$ cat src/rtl/fetch_unit.sv
// Instruction-fetch stage: owns the PC, captures cache data into a small FIFO,
// and hands {pc, instr} pairs to decode over a valid/ready handshake.
module fetch_unit #(
  parameter logic [31:0] RESET_PC  = 32'h0000_0000,
  parameter int          BUF_DEPTH = 2
) (
  input  logic        clk_i,
  input  logic        rst_i,
  output logic [31:0] pc_o,
  input  logic [31:0] instr_i,
  input  logic        redirect_i,
  input  logic [31:0] redirect_pc_i,
  output logic        dec_valid_o,
  input  logic        dec_ready_i,
  output logic [31:0] dec_instr_o,
  output logic [31:0] dec_pc_o,
  output logic [31:0] retired_cnt_o
);

  localparam int PTR_W = $clog2(BUF_DEPTH);
  localparam int CNT_W = PTR_W + 1;
  localparam logic [CNT_W-1:0] FULL = CNT_W'(BUF_DEPTH);

  function automatic logic [31:0] next_pc(input logic [31:0] pc);
    return pc + 32'd4;
  endfunction

  // Misaligned redirect targets are truncated to a word boundary.
  function automatic logic [31:0] align_pc(input logic [31:0] target);
    return target & ~32'h3;
  endfunction

  logic [31:0]      pc_p0;
  logic [31:0]      pc_buf_p1    [BUF_DEPTH];
  logic [31:0]      instr_buf_p1 [BUF_DEPTH];
  logic [PTR_W-1:0] rd_p1;
  logic [PTR_W-1:0] wr_p1;
  logic [CNT_W-1:0] count_p1;
  logic [31:0]      retired_p1;
  logic             vld_p1;
  logic             pop;
  logic             push;

  assign vld_p1 = (count_p1 != '0);
  assign pop    = vld_p1 & dec_ready_i & ~redirect_i;
  // A full FIFO may still accept when the head leaves in the same cycle.
  assign push   = ~redirect_i & ((count_p1 != FULL) | pop);

  // ---- stage p0: program counter and FIFO control ----
  always_ff @(posedge clk_i) begin
    if (!rst_i) begin
      pc_p0      <= RESET_PC;
      count_p1   <= '0;
      rd_p1      <= '0;
      wr_p1      <= '0;
      retired_p1 <= '0;
    end else if (redirect_i) begin
      pc_p0    <= align_pc(redirect_pc_i);
      count_p1 <= '0;
      rd_p1    <= '0;
      wr_p1    <= '0;
    end else begin
      if (push) begin
        pc_p0 <= next_pc(pc_p0);
        wr_p1 <= wr_p1 + PTR_W'(1);
      end
      if (pop) begin
        rd_p1      <= rd_p1 + PTR_W'(1);
        retired_p1 <= retired_p1 + 32'd1;
      end
      if (push && !pop) begin
        count_p1 <= count_p1 + CNT_W'(1);
      end else if (pop && !push) begin
        count_p1 <= count_p1 - CNT_W'(1);
      end
    end
  end

  // ---- stage p1: FIFO storage (data only, no reset needed) ----
  always_ff @(posedge clk_i) begin
    if (push) begin
      pc_buf_p1[wr_p1]    <= pc_p0;
      instr_buf_p1[wr_p1] <= instr_i;
    end
  end

  assign pc_o          = pc_p0;
  assign dec_valid_o   = vld_p1;
  assign dec_instr_o   = vld_p1 ? instr_buf_p1[rd_p1] : 32'h0;
  assign dec_pc_o      = vld_p1 ? pc_buf_p1[rd_p1] : 32'h0;
  assign retired_cnt_o = retired_p1;

endmodule

$ cat config.mk
export PLATFORM = sky130hd
export DESIGN_NAME = fetch_unit
export DESIGN_NICKNAME = d
export VERILOG_FILES = /design/src/rtl/fetch_unit.sv
export SDC_FILE = /design/constraint.sdc
export NUM_CORES = 1
export LEC_CHECK = 0
export ABC_CLOCK_PERIOD_IN_PS = 6500
export CAP_MARGIN = 40
export CORE_MARGIN = 2
export CORE_UTILIZATION = 45
export CTS_CLUSTER_DIAMETER = 150
export DETAILED_ROUTE_END_ITERATION = 8
export PLACE_DENSITY = 0.82
export SETUP_SLACK_MARGIN = 0.15
export SLEW_MARGIN = 10
export SYNTH_ARGS = -nofsm -noshare
export SYNTH_HDL_FRONTEND = slang
export SYNTH_SLANG_ARGS = --single-unit
$ cat constraint.sdc
create_clock -name clk_i -period 6.5 [get_ports clk_i]
set_clock_uncertainty 0.2 [all_clocks]
set_input_delay 1.3 -clock clk_i [delete_from_list [all_inputs] [get_ports clk_i]]
set_output_delay 1.3 -clock clk_i [all_outputs]
set_load 0.01 [all_outputs]
==> summary by stage <==
Status
The run finished with clean final reports.

Timing
The count of endpoints failing setup in the final report is 0. The final number of hold-violating endpoints is 0. Setup repair after global routing left no endpoint under its margin. At the pin with the least slew margin, the transition time is 0.889 ns. The max-slew violation total from the final report is 0. The worst path in the final design needs a cycle of 4.10 ns, including I/O delays and setup.

The share of the clock period used by the worst path after layout is 63.0%. The worst relative slew slack is 40.7%. Derived from the worst setup path, the maximum achievable clock frequency is 0.244 GHz. The sum of negative setup slack is 0 ns.

Routing
After detailed routing, the average wire length per cell comes to 17.5 µm. The count of antenna-violating nets left after detailed routing is 0. The detailed-route wire length is 20.1 mm. Detailed routing inserted a total of 6,413 vias. The first routing iteration left 369 violations. The first-pass iteration count of the detailed router is 5. Using the TritonRoute via totals, the vias-per-cell ratio works out to 5.60.

The post-detailed-route DRC marker count is 0.

Setup path
The register-to-register setup slack is 3.90 ns. In this run the critical register-to-register path is launched from count_p1[0]. Along the worst path, the maximum fanout reaches 45. The arrival time of data at the critical path endpoint is 2.60 ns.

The endpoint type of the worst setup path is an output port. In this run the number of cells on the critical path is 4. The critical path goes through buf_4, mux2i_1, nor2_1, clkdlybuf4s50_1.

The critical path buffer and inverter count is 2. The worst reg2reg path endpoint is instr_buf_p1[1][31]. The peak per-stage delay on the critical path is 0.88 ns. On the critical path, the stage with the largest delay is an instance of sky130_fd_sc_hd__dfxtp_4. The critical path start-end classification is register to output port. The cell depth of the worst flop-to-flop path is 4. The critical path required time is 5.00 ns. Following the worst setup path forward leads to its endpoint at dec_pc_o[31]. The kind of cell adding the most delay to the critical path is buffers and inverters.

STA classifies the critical path startpoint as a register.

GRT
The first global-routing pass estimated 31.6 mm of wire. The global routing usage on met3 is 6.32%. The combined global-route utilization of all metal layers is 20.1%. Entering global routing, the biggest net connects 67 pins. The fraction of met2 tracks used by global routing is 33.3%. The number of antenna violations at the first check in global routing is 1. After global routing the overflow that remains totals 0.

The layer flagged by global routing as most heavily used is met2. The number of global-route vias before repair is 6,020. The fraction of met1 tracks used by global routing is 25.3%.

Placement
After detailed placement, the total cell area comes to 0.0105 mm². Input and output buffers added on the ports amount to 190. The placer's final routability congestion estimate is 0.819. The placed cell count is 1,113. The estimated wirelength of the detail-placed design is 13.6 mm.

Layout
Measured on the finished design, the core utilization comes to 59.5%. The most common cell after layout, fill and taps aside is sky130_fd_sc_hd__clkdlybuf4s50_1. The filler-free cell count of the finished design is 1,145. For this run, the post-layout net count is 969. The total non-filler cell area in the finished layout is 0.0111 mm². The area added between synthesis and finish is 30.9%.

In the layout the commonest cells are 189 x sky130_fd_sc_hd__clkdlybuf4s50_1, 124 x sky130_fd_sc_hd__edfxtp_1, 81 x sky130_fd_sc_hd__nor2_1, 69 x sky130_fd_sc_hd__mux2i_1, 66 x sky130_fd_sc_hd__dfxtp_1. The fraction of final layout cells with drive strength greater than 1 is 5.93%. The antenna diode instance count is 0.

Die
The floorplan step defined a die boundary enclosing 0.0199 mm². The effective utilization at floorplan is 45.5%. The die outline height is 141 µm.

The overall die width is 141 µm. The top-level port count is 197. The core region is 0.0186 mm².

Row generation in the floorplan step produced 50 rows.

Logic synthesis
The number of unique standard cell types used by synthesis is 54. The portion of synthesized cell area occupied by the leading cell type is 44.1%. After synthesis, the mean cell area works out to 11.6 µm². Summed over all instances, the cell type with the most area after synthesis is sky130_fd_sc_hd__edfxtp_1. The synthesized instance count is 726. The count of warnings emitted by yosys is 0. Yosys mapped a number of flops with a built-in enable equal to 124. In the synthesized netlist the dominant register cell turns out to be sky130_fd_sc_hd__edfxtp_1.

The share of the Yosys chip area taken by registers is 60.0%. Ranked by total cell area, the synthesized netlist is headed by sky130_fd_sc_hd__edfxtp_1 44%, sky130_fd_sc_hd__dfxtp_1 16%, sky130_fd_sc_hd__mux2i_1 8.2%. After synthesis the netlist holds a flip-flop and latch count of 191. After synthesis the cells add up to 0.00845 mm². The share of synthesized registers carrying an async set or reset is 0%.

Clock network
The clock-pin transition on the worst setup and hold timing paths is 0.07 ns. In this run the number of H-tree levels came out at 4. The CTS tree is built. The worst-skew pair later-pin latency is 0.43 ns.

The tree is rooted in a sky130_fd_sc_hd__clkbuf_16. Once the clock tree was built, the resizer swapped 0 gates to a different size. The number of buffers added by the clock tree synthesis step is 17. The total of hold buffers inserted after clock tree synthesis is 0. The number of clock sinks is 191. The worst-case clock buffer depth is 2.

In this run the post-CTS setup repair buffer count came out at 0.

Pwr
Power spread over the standard cell area amounts to 245 mW/mm². IR analysis of the VDD net gives a maximum drop of 0.198 mV. The leakage component of the power is 3.53 nW. Summing internal, switching and leakage power gives 2.71 mW.

Worst hold path
The tightest min-delay check is of the register to register type.

Run
Max-cap violations in this run came to 0.
-- power by group --
| part | switching, mW | internal (mW) |
|---|---|---|
| sequential | 0.0451 | 1.35 |
| combinational | 0.139 | 0.149 |
| clock | 0.506 | 0.518 |
| total | 0.690 | 2.02 |
-- state kept, by name, summed over array words and instances (netlist names), named ones only --
name,count
count_p1,2
pc_o,30
rd_p1,1
pc_buf_p1,60
instr_buf_p1,64
retired_cnt_o,32
wr_p1,1
-- how the worst min path moves through the flow --
stage / to / depth (start not counted) / from / slack, ns
global route: retired_cnt_o[31] / 2 / retired_cnt_o[31] / 0.31
floorplan: register / 2 / rd_p1 / 0.27
finish: retired_cnt_o[31] / 2 / retired_cnt_o[31] / 0.27
detailed placement: retired_cnt_o[31] / 2 / retired_cnt_o[31] / 0.26
global placement: retired_cnt_o[31] / 2 / retired_cnt_o[31] / 0.26
CTS: retired_cnt_o[31] / 2 / retired_cnt_o[31] / 0.27
-- cell families (layout without fill, tap and decap cells) --
family / count (synthesis) / in the layout / synth area share, %
other: 1 / 4 / 0.0444
AND/OR/NAND/NOR: 261 / 261 / 16.2
flip-flops: 191 / 191 / 60.0
AO/OA/AOI/OAI: 121 / 121 / 9.29
XOR/XNOR: 19 / 19 / 1.97
adder cells (fa/ha/maj): 3 / 3 / 0.444
buffers and inverters: 61 / 243 / 3.94
multiplexers: 69 / 69 / 8.18
-- worst min-delay path, cell delays in order, from the launching register on --
cell	delay, ns
sky130_fd_sc_hd__dfxtp_1	0.32
sky130_fd_sc_hd__nand2_1	0.05
sky130_fd_sc_hd__mux2i_1	0.05
-- final cells by class --
| class | count | area [µm²] |
|---|---|---|
| Inverter | 12 | 45.0 |
| Fill cell | 1524 | 7520 |
| Timing Repair Buffer | 199 | 1980 |
| Tap cell | 234 | 293 |
| Clock inverter | 15 | 164 |
| Clock buffer | 17 | 425 |
| Multi-Input combinational cell | 477 | 3080 |
| Sequential cell | 191 | 5070 |
-- per-stage QoR --
| stage | setup slack [ns] | hold slack, ns |
|---|---|---|
| 4_1_cts | 2.36 | 0.275 |
| 3_5_place_dp | 2.67 | 0.261 |
| 6_report | 2.40 | 0.272 |
| 3_3_place_gp | 2.70 | 0.258 |
| 2_1_floorplan | 1.24 | 0.272 |
| 5_1_grt | 2.26 | 0.312 |
-- layer usage --
| metal | part of all wire (%) | wire length [µm] |
|---|---|---|
| met1 | 44 | 8840 |
| met2 | 47 | 9490 |
| met3 | 7.3 | 1470 |
| met4 | 1.4 | 282 |
| met5 | 0.055 | 11 |
-- cells in the mapped netlist (all sizes together) (3+ instances only) --
cell / count
o41ai: 9
a21oi: 20
nand2: 35
a31oi: 13
o31ai: 12
a32oi: 3
inv: 12
and2: 8
nand4: 18
buf: 13
ha: 3
o2111ai: 3
nor4: 13
nor2: 82
or3: 16
o311ai: 9
nor3: 3
nor2b: 4
a211oi: 4
dfxtp: 67
edfxtp: 124
xnor2: 9
xor2: 10
o21ai: 40
and3: 9
or4: 17
nand2b: 18
clkbuf: 34
and4: 8
mux2i: 69
nand3: 26
(Power assumes the default switching activity.)
